===== config.mk =====
export PLATFORM = sky130hd
export DESIGN_NAME = interleave_frame_ctrl
export DESIGN_NICKNAME = d
export VERILOG_FILES = /design/src/rtl/hh_pkg.sv /design/src/rtl/interleave_frame_ctrl_ilv.sv /design/src/rtl/interleave_frame_ctrl.sv
export SDC_FILE = /design/constraint.sdc
export NUM_CORES = 1
export LEC_CHECK = 0
export CAP_MARGIN = 10
export CORE_ASPECT_RATIO = 0.8
export CORE_MARGIN = 2
export CORE_UTILIZATION = 40
export DETAILED_ROUTE_END_ITERATION = 10
export PLACE_DENSITY_LB_ADDON = 0.1
export SYNTH_ARGS = -nofsm -noshare
export SYNTH_HDL_FRONTEND = slang
export SYNTH_SLANG_ARGS = --single-unit

===== constraint.sdc =====
create_clock -name clk -period 9.64 [get_ports clk]
set_input_delay 1.928 -clock clk [delete_from_list [all_inputs] [get_ports clk]]
set_output_delay 1.928 -clock clk [all_outputs]
set_load 0.005 [all_outputs]

===== src/rtl/hh_pkg.sv =====
// Shared constants and small types for the Hybrid Hamming interleave path.
package hh_pkg;
  localparam int WORD_W    = 11;
  localparam int NUM_WORDS = 4;
  localparam int FRAME_W   = 44;

  // Word position inside a frame (fill side and drain side)
  typedef logic [1:0] idx_t;
  // Selects one of the two ping-pong banks
  typedef logic       ptr_t;
endpackage


===== src/rtl/interleave_frame_ctrl_ilv.sv =====
// Fixed 44-bit block interleaver: bit j of input word k moves to output
// stream position 4j+k, with stream position 0 being the frame MSB.
module interleave_frame_ctrl_ilv
  import hh_pkg::*;
(
  input  logic [FRAME_W-1:0] bank_i,
  output logic [FRAME_W-1:0] frame_o
);

  // Pure wiring: transpose the 11x4 bit matrix
  for (genvar j = 0; j < WORD_W; j++) begin : g_bit
    for (genvar k = 0; k < NUM_WORDS; k++) begin : g_word
      assign frame_o[FRAME_W-1-(NUM_WORDS*j+k)] = bank_i[FRAME_W-1-j-WORD_W*k];
    end
  end

endmodule


===== src/rtl/interleave_frame_ctrl.sv =====
// Ping-pong frame sequencer around the block interleaver. One bank fills from
// the encoder stream while the other drains to the channel side.
// Handshake: a word moves on a port in any cycle where valid & ready are both
// high at the rising clock edge; valid never depends on ready and in_ready
// depends only on registered state.
module interleave_frame_ctrl
  import hh_pkg::*;
#(
  parameter int NUM_WORDS = 4,
  parameter int WORD_W    = 11,
  parameter int CNT_W     = 16
) (
  input  logic              clk,
  input  logic              rst,
  input  logic              in_valid,
  output logic              in_ready,
  input  logic [WORD_W-1:0] in_data,
  input  logic              in_last,
  input  logic              bypass,
  output logic              out_valid,
  input  logic              out_ready,
  output logic [WORD_W-1:0] out_data,
  output logic              out_last,
  output logic              pad_evt,
  output logic [CNT_W-1:0]  frames_done
);

  if (NUM_WORDS != 4 || WORD_W != 11) begin : g_bad_params
    $error("interleave_frame_ctrl supports only NUM_WORDS=4 and WORD_W=11");
  end

  logic [FRAME_W-1:0] bank_q [2];
  logic [FRAME_W-1:0] bank_d [2];
  logic [1:0]         full_q, full_d;
  logic [1:0]         byp_q, byp_d;
  ptr_t               wr_ptr_q, wr_ptr_d, rd_ptr_q, rd_ptr_d;
  idx_t               fill_q, fill_d, drain_q, drain_d;
  logic               pad_q, pad_d;
  logic [CNT_W-1:0]   done_q, done_d;

  logic               acc, close_frame, hs, drain_end;
  logic [FRAME_W-1:0] ilv_out, frame;

  assign in_ready    = !full_q[wr_ptr_q];
  assign out_valid   = full_q[rd_ptr_q];
  assign acc         = in_valid & in_ready;
  assign close_frame = acc & (in_last | (fill_q == 2'd3));
  assign hs          = out_valid & out_ready;
  assign drain_end   = hs & (drain_q == 2'd3);

  // Fill side: the first word of a frame clears the rest of the bank, so any
  // words left unwritten by an early in_last are already zero at close.
  always_comb begin
    bank_d   = bank_q;
    byp_d    = byp_q;
    wr_ptr_d = wr_ptr_q;
    fill_d   = fill_q;
    pad_d    = 1'b0;
    if (acc) begin
      if (fill_q == 2'd0) begin
        bank_d[wr_ptr_q] = {in_data, {(FRAME_W-WORD_W){1'b0}}};
        byp_d[wr_ptr_q]  = bypass;
      end else begin
        bank_d[wr_ptr_q][FRAME_W-1-WORD_W*int'(fill_q) -: WORD_W] = in_data;
      end
      if (close_frame) begin
        pad_d    = (fill_q != 2'd3);
        wr_ptr_d = ~wr_ptr_q;
        fill_d   = 2'd0;
      end else begin
        fill_d = fill_q + 2'd1;
      end
    end
  end

  // Drain side and bank ownership: close marks the fill bank full, the last
  // output handshake frees the drain bank. Both can never name the same bank.
  always_comb begin
    full_d   = full_q;
    rd_ptr_d = rd_ptr_q;
    drain_d  = drain_q;
    done_d   = done_q;
    if (close_frame) full_d[wr_ptr_q] = 1'b1;
    if (hs) begin
      if (drain_end) begin
        full_d[rd_ptr_q] = 1'b0;
        rd_ptr_d         = ~rd_ptr_q;
        drain_d          = 2'd0;
        done_d           = done_q + 1'b1;
      end else begin
        drain_d = drain_q + 2'd1;
      end
    end
  end

  // State registers; reset discards both banks and any partial frame
  always_ff @(posedge clk or posedge rst) begin
    if (rst) begin
      bank_q[0] <= '0;
      bank_q[1] <= '0;
      full_q    <= '0;
      byp_q     <= '0;
      wr_ptr_q  <= 1'b0;
      rd_ptr_q  <= 1'b0;
      fill_q    <= '0;
      drain_q   <= '0;
      pad_q     <= 1'b0;
      done_q    <= '0;
    end else begin
      bank_q[0] <= bank_d[0];
      bank_q[1] <= bank_d[1];
      full_q    <= full_d;
      byp_q     <= byp_d;
      wr_ptr_q  <= wr_ptr_d;
      rd_ptr_q  <= rd_ptr_d;
      fill_q    <= fill_d;
      drain_q   <= drain_d;
      pad_q     <= pad_d;
      done_q    <= done_d;
    end
  end

  interleave_frame_ctrl_ilv u_ilv (
    .bank_i  (bank_q[rd_ptr_q]),
    .frame_o (ilv_out)
  );

  assign frame       = byp_q[rd_ptr_q] ? bank_q[rd_ptr_q] : ilv_out;
  assign out_data    = out_valid ? frame[FRAME_W-1-WORD_W*int'(drain_q) -: WORD_W] : '0;
  assign out_last    = out_valid & (drain_q == 2'd3);
  assign pad_evt     = pad_q;
  assign frames_done = done_q;

endmodule


==> impl_metrics.toml <==
[finish]
fill_cells = 1854
diodes = 0
final_core_utilization = 0.466
multiInputGateArea_mm2 = 0.00473
final_nets = 850
regArea_mm2 = 0.00288
syn_to_final_growth_pct = 15.0
drive_gt1_frac = 0.141

[placement]
place.gp.congestion = 0.905
dpl.hpwl_um = 20700
io_buffers = 47

[synth]
synth_seq_cells = 115
synth.top_cell.area_share = 0.360
synth_ff_type = "dfrtp_1"
syn-num-nets = 831
synthTopCellsByCount = "nand2_1 (118), dfrtp_1 (115), mux2i_1 (99)"
ys_types = 63
synth_top_cell_by_area = "dfrtp_1"
syn_inst = 804
syn-cell-area_mm2 = 0.00800
yosysMostFrequentCell = "nand2_1"
yosys_warnings = 0
syn_avg_cell_area_um2 = 9.95
synth_edf_count = 0
async_reset_ff_frac = 1.00
ys_seq_area_frac = 0.360
synth.top_cells.by_area = "dfrtp_1 (36%), mux2i_1 (12%), mux4_2 (11%)"

[global_routing]
grt_pass1_vias = 6594
grt_max_degree = 72
grt_pass1_wl_um = 42000
antenna_found_initial = 0
grt_remaining_overflow = 0
grtUsageTotal = 0.269

[power_and_ir_drop]
p_leak_nw = 3.76
power_w = 0.00291
p_int_w = 0.00165
power.share.sequential = 0.251
power_switching_w = 0.00126
combPwrFrac = 0.513
max-vdd-ir-drop_mv = 0.226
switching_share = 0.433
p_clk_frac = 0.236
powerDensity_mw_per_mm2 = 316

[sta]
worst_slew_pin_slew_ns = 1.08
fmax_mhz = 170
setup-tns-final_ns = 0
fin_skew_ns = 0.00883
hold_viol_final = 0
post-route-period-util = 0.609
final-max-slew-violation-count = 0
setup_viol = 0
period_needed_ns = 5.87
slew_headroom = 0.280
rsz0062_at_grt = "no"

[route]
ant_nets = 0
via_count = 6839
viasPerCell = 6.22
detail_route.wl_per_cell_um = 25.1
drt_iter0_markers = 700
drtPass1Iterations = 5
wirelength_um = 27700
remaining_drc_errors = 0

[die]
die_x_um = 162
num_io_pins = 48
coreArea_mm2 = 0.0197
dieHeight_um = 130
initial_core_util = 0.405
rows = 46
fp.dieArea_mm2 = 0.0212

[clock_network]
clk_latency_ns = 0.42
cts_tree = "done"
cts-resized-gates = 0
cts.sinks = 115
cts_root_buf = "clkbuf_16"
cts.hold.buffers_added = 0
numCtsBuffers = 17
cts_setup_buffers = 0
cts_htree_levels = 4
clk_path_buf_depth = 2
clk_transition_reported_paths_ns = 0.06

[hold_path]
hp-class = "register to register"

[worst_setup_path]
critPathMaxFanout = 29
required_ns = 7.71
critPathKind = "register to output port"
endpoint_kind = "output port"
startpoint_type = "register"
cp.arrival_ns = 3.94

[flow_run]
max_cap_viol_count = 0

[outcome]
status = "finished clean"
-- power by group through the flow --
stage	Clock (W)	Combinational, W	Sequential [W]
after global placement	0	0.00146	0.000732
after floorplan	0	0.00114	0.000646
after global routing	0.000713	0.00160	0.000740
final	0.000686	0.00149	0.000730
after CTS	0.000689	0.00147	0.000727
after detailed placement	0	0.00147	0.000734
-- per-layer routing --
| metal | wire length, um | part of all wire | track usage |
|---|---|---|---|
| met5 | 0 | 0 | 0 |
| met1 | 12900 | 0.46 | 0.398 |
| met3 | 2200 | 0.080 | 0.0704 |
| met2 | 12100 | 0.44 | 0.395 |
| met4 | 525 | 0.019 | 0.0661 |
-- state kept, by name, summed over array words and instances, names as in the netlist --
name	count
bank_q	88
frames_done	16
byp_q	2
drain_q	2
fill_q	2
full_q	2
pad_evt	1
rd_ptr_q	1
wr_ptr_q	1
-- layout make-up --
type	count	area share
inverters	17	0.00748
clock buffers	19	0.0481
flip-flops and latches	115	0.313
repair buffers	58	0.0601
well taps	264	0.0359
clock inverters	13	0.0215
multi-input cells	614	0.514
-- worst max-delay path, cell delays in order (launching register included) --
cell,delay (ns)
dfrtp_1,0.37
inv_1,0.42
ha_2,0.58
buf_4,0.45
mux4_2,0.55
mux4_2,0.47
a21oi_1,0.15
o21ai_1,0.08
clkdlybuf4s50_1,0.45
-- cell usage in the layout (no fill, tap or decap), types with 7 or more instances in the layout --
cell type and count:
and2_1 10, nand4_1 14, nor2_1 40, xnor2_1 11, and3_1 7, buf_4 11
ha_1 9, inv_1 12, a21oi_1 14, nand3_1 24, mux4_2 39, clkbuf_16 17
dfrtp_1 113, clkdlybuf4s50_1 47, o21ai_0 67, mux2i_1 99, nand2_1 118, a22o_1 32
nor3_1 18, mux2_2 16, o31ai_1 10
-- final timing paths --
check / startpoint / cells past startpoint / slack (ns) / end
max in group asynchronous: rst / 3 / 6.40 / bank_q[46]$_DFFE_PP0P_
hold reg to reg: frames_done[15]$_DFFE_PP0P_ / 1 / 0.48 / frames_done[15]$_DFFE_PP0P_
setup reg to reg: fill_q[0]$_DFFE_PP0P_ / 6 / 5.15 / bank_q[46]$_DFFE_PP0P_
hold / removal: frames_done[15]$_DFFE_PP0P_ / 1 / 0.48 / frames_done[15]$_DFFE_PP0P_
min in group asynchronous: rst / 2 / 1.94 / byp_q[0]$_DFFE_PP0P_
setup / recovery: drain_q[0]$_DFFE_PP0P_ / 8 / 3.77 / out_data[5]
-- cell families after synthesis --
kind of cell,share of synthesized area
AND/OR/NAND/NOR,0.140
AO/OA/AOI/OAI,0.158
multiplexers,0.258
flip-flops,0.360
buffers and inverters,0.0497
XOR/XNOR,0.0186
adder cells (fa/ha/maj),0.0156
-- through the flow --
stage | hold slack, ns | area, um2 | std cells | worst slack (ns)
after CTS | 0.488 | 9200 | 1100 | 3.77
after detailed placement | 0.479 | 8560 | 1068 | 4.22
final | 0.482 | 9200 | 1100 | 3.77
after global routing | 0.514 | 9200 | 1100 | 3.53
after global placement | 0.464 | 8560 | 1068 | 4.26
after floorplan | 0.449 | 8000 | 804 | 4.67
Power figures use the tool's default switching activity.
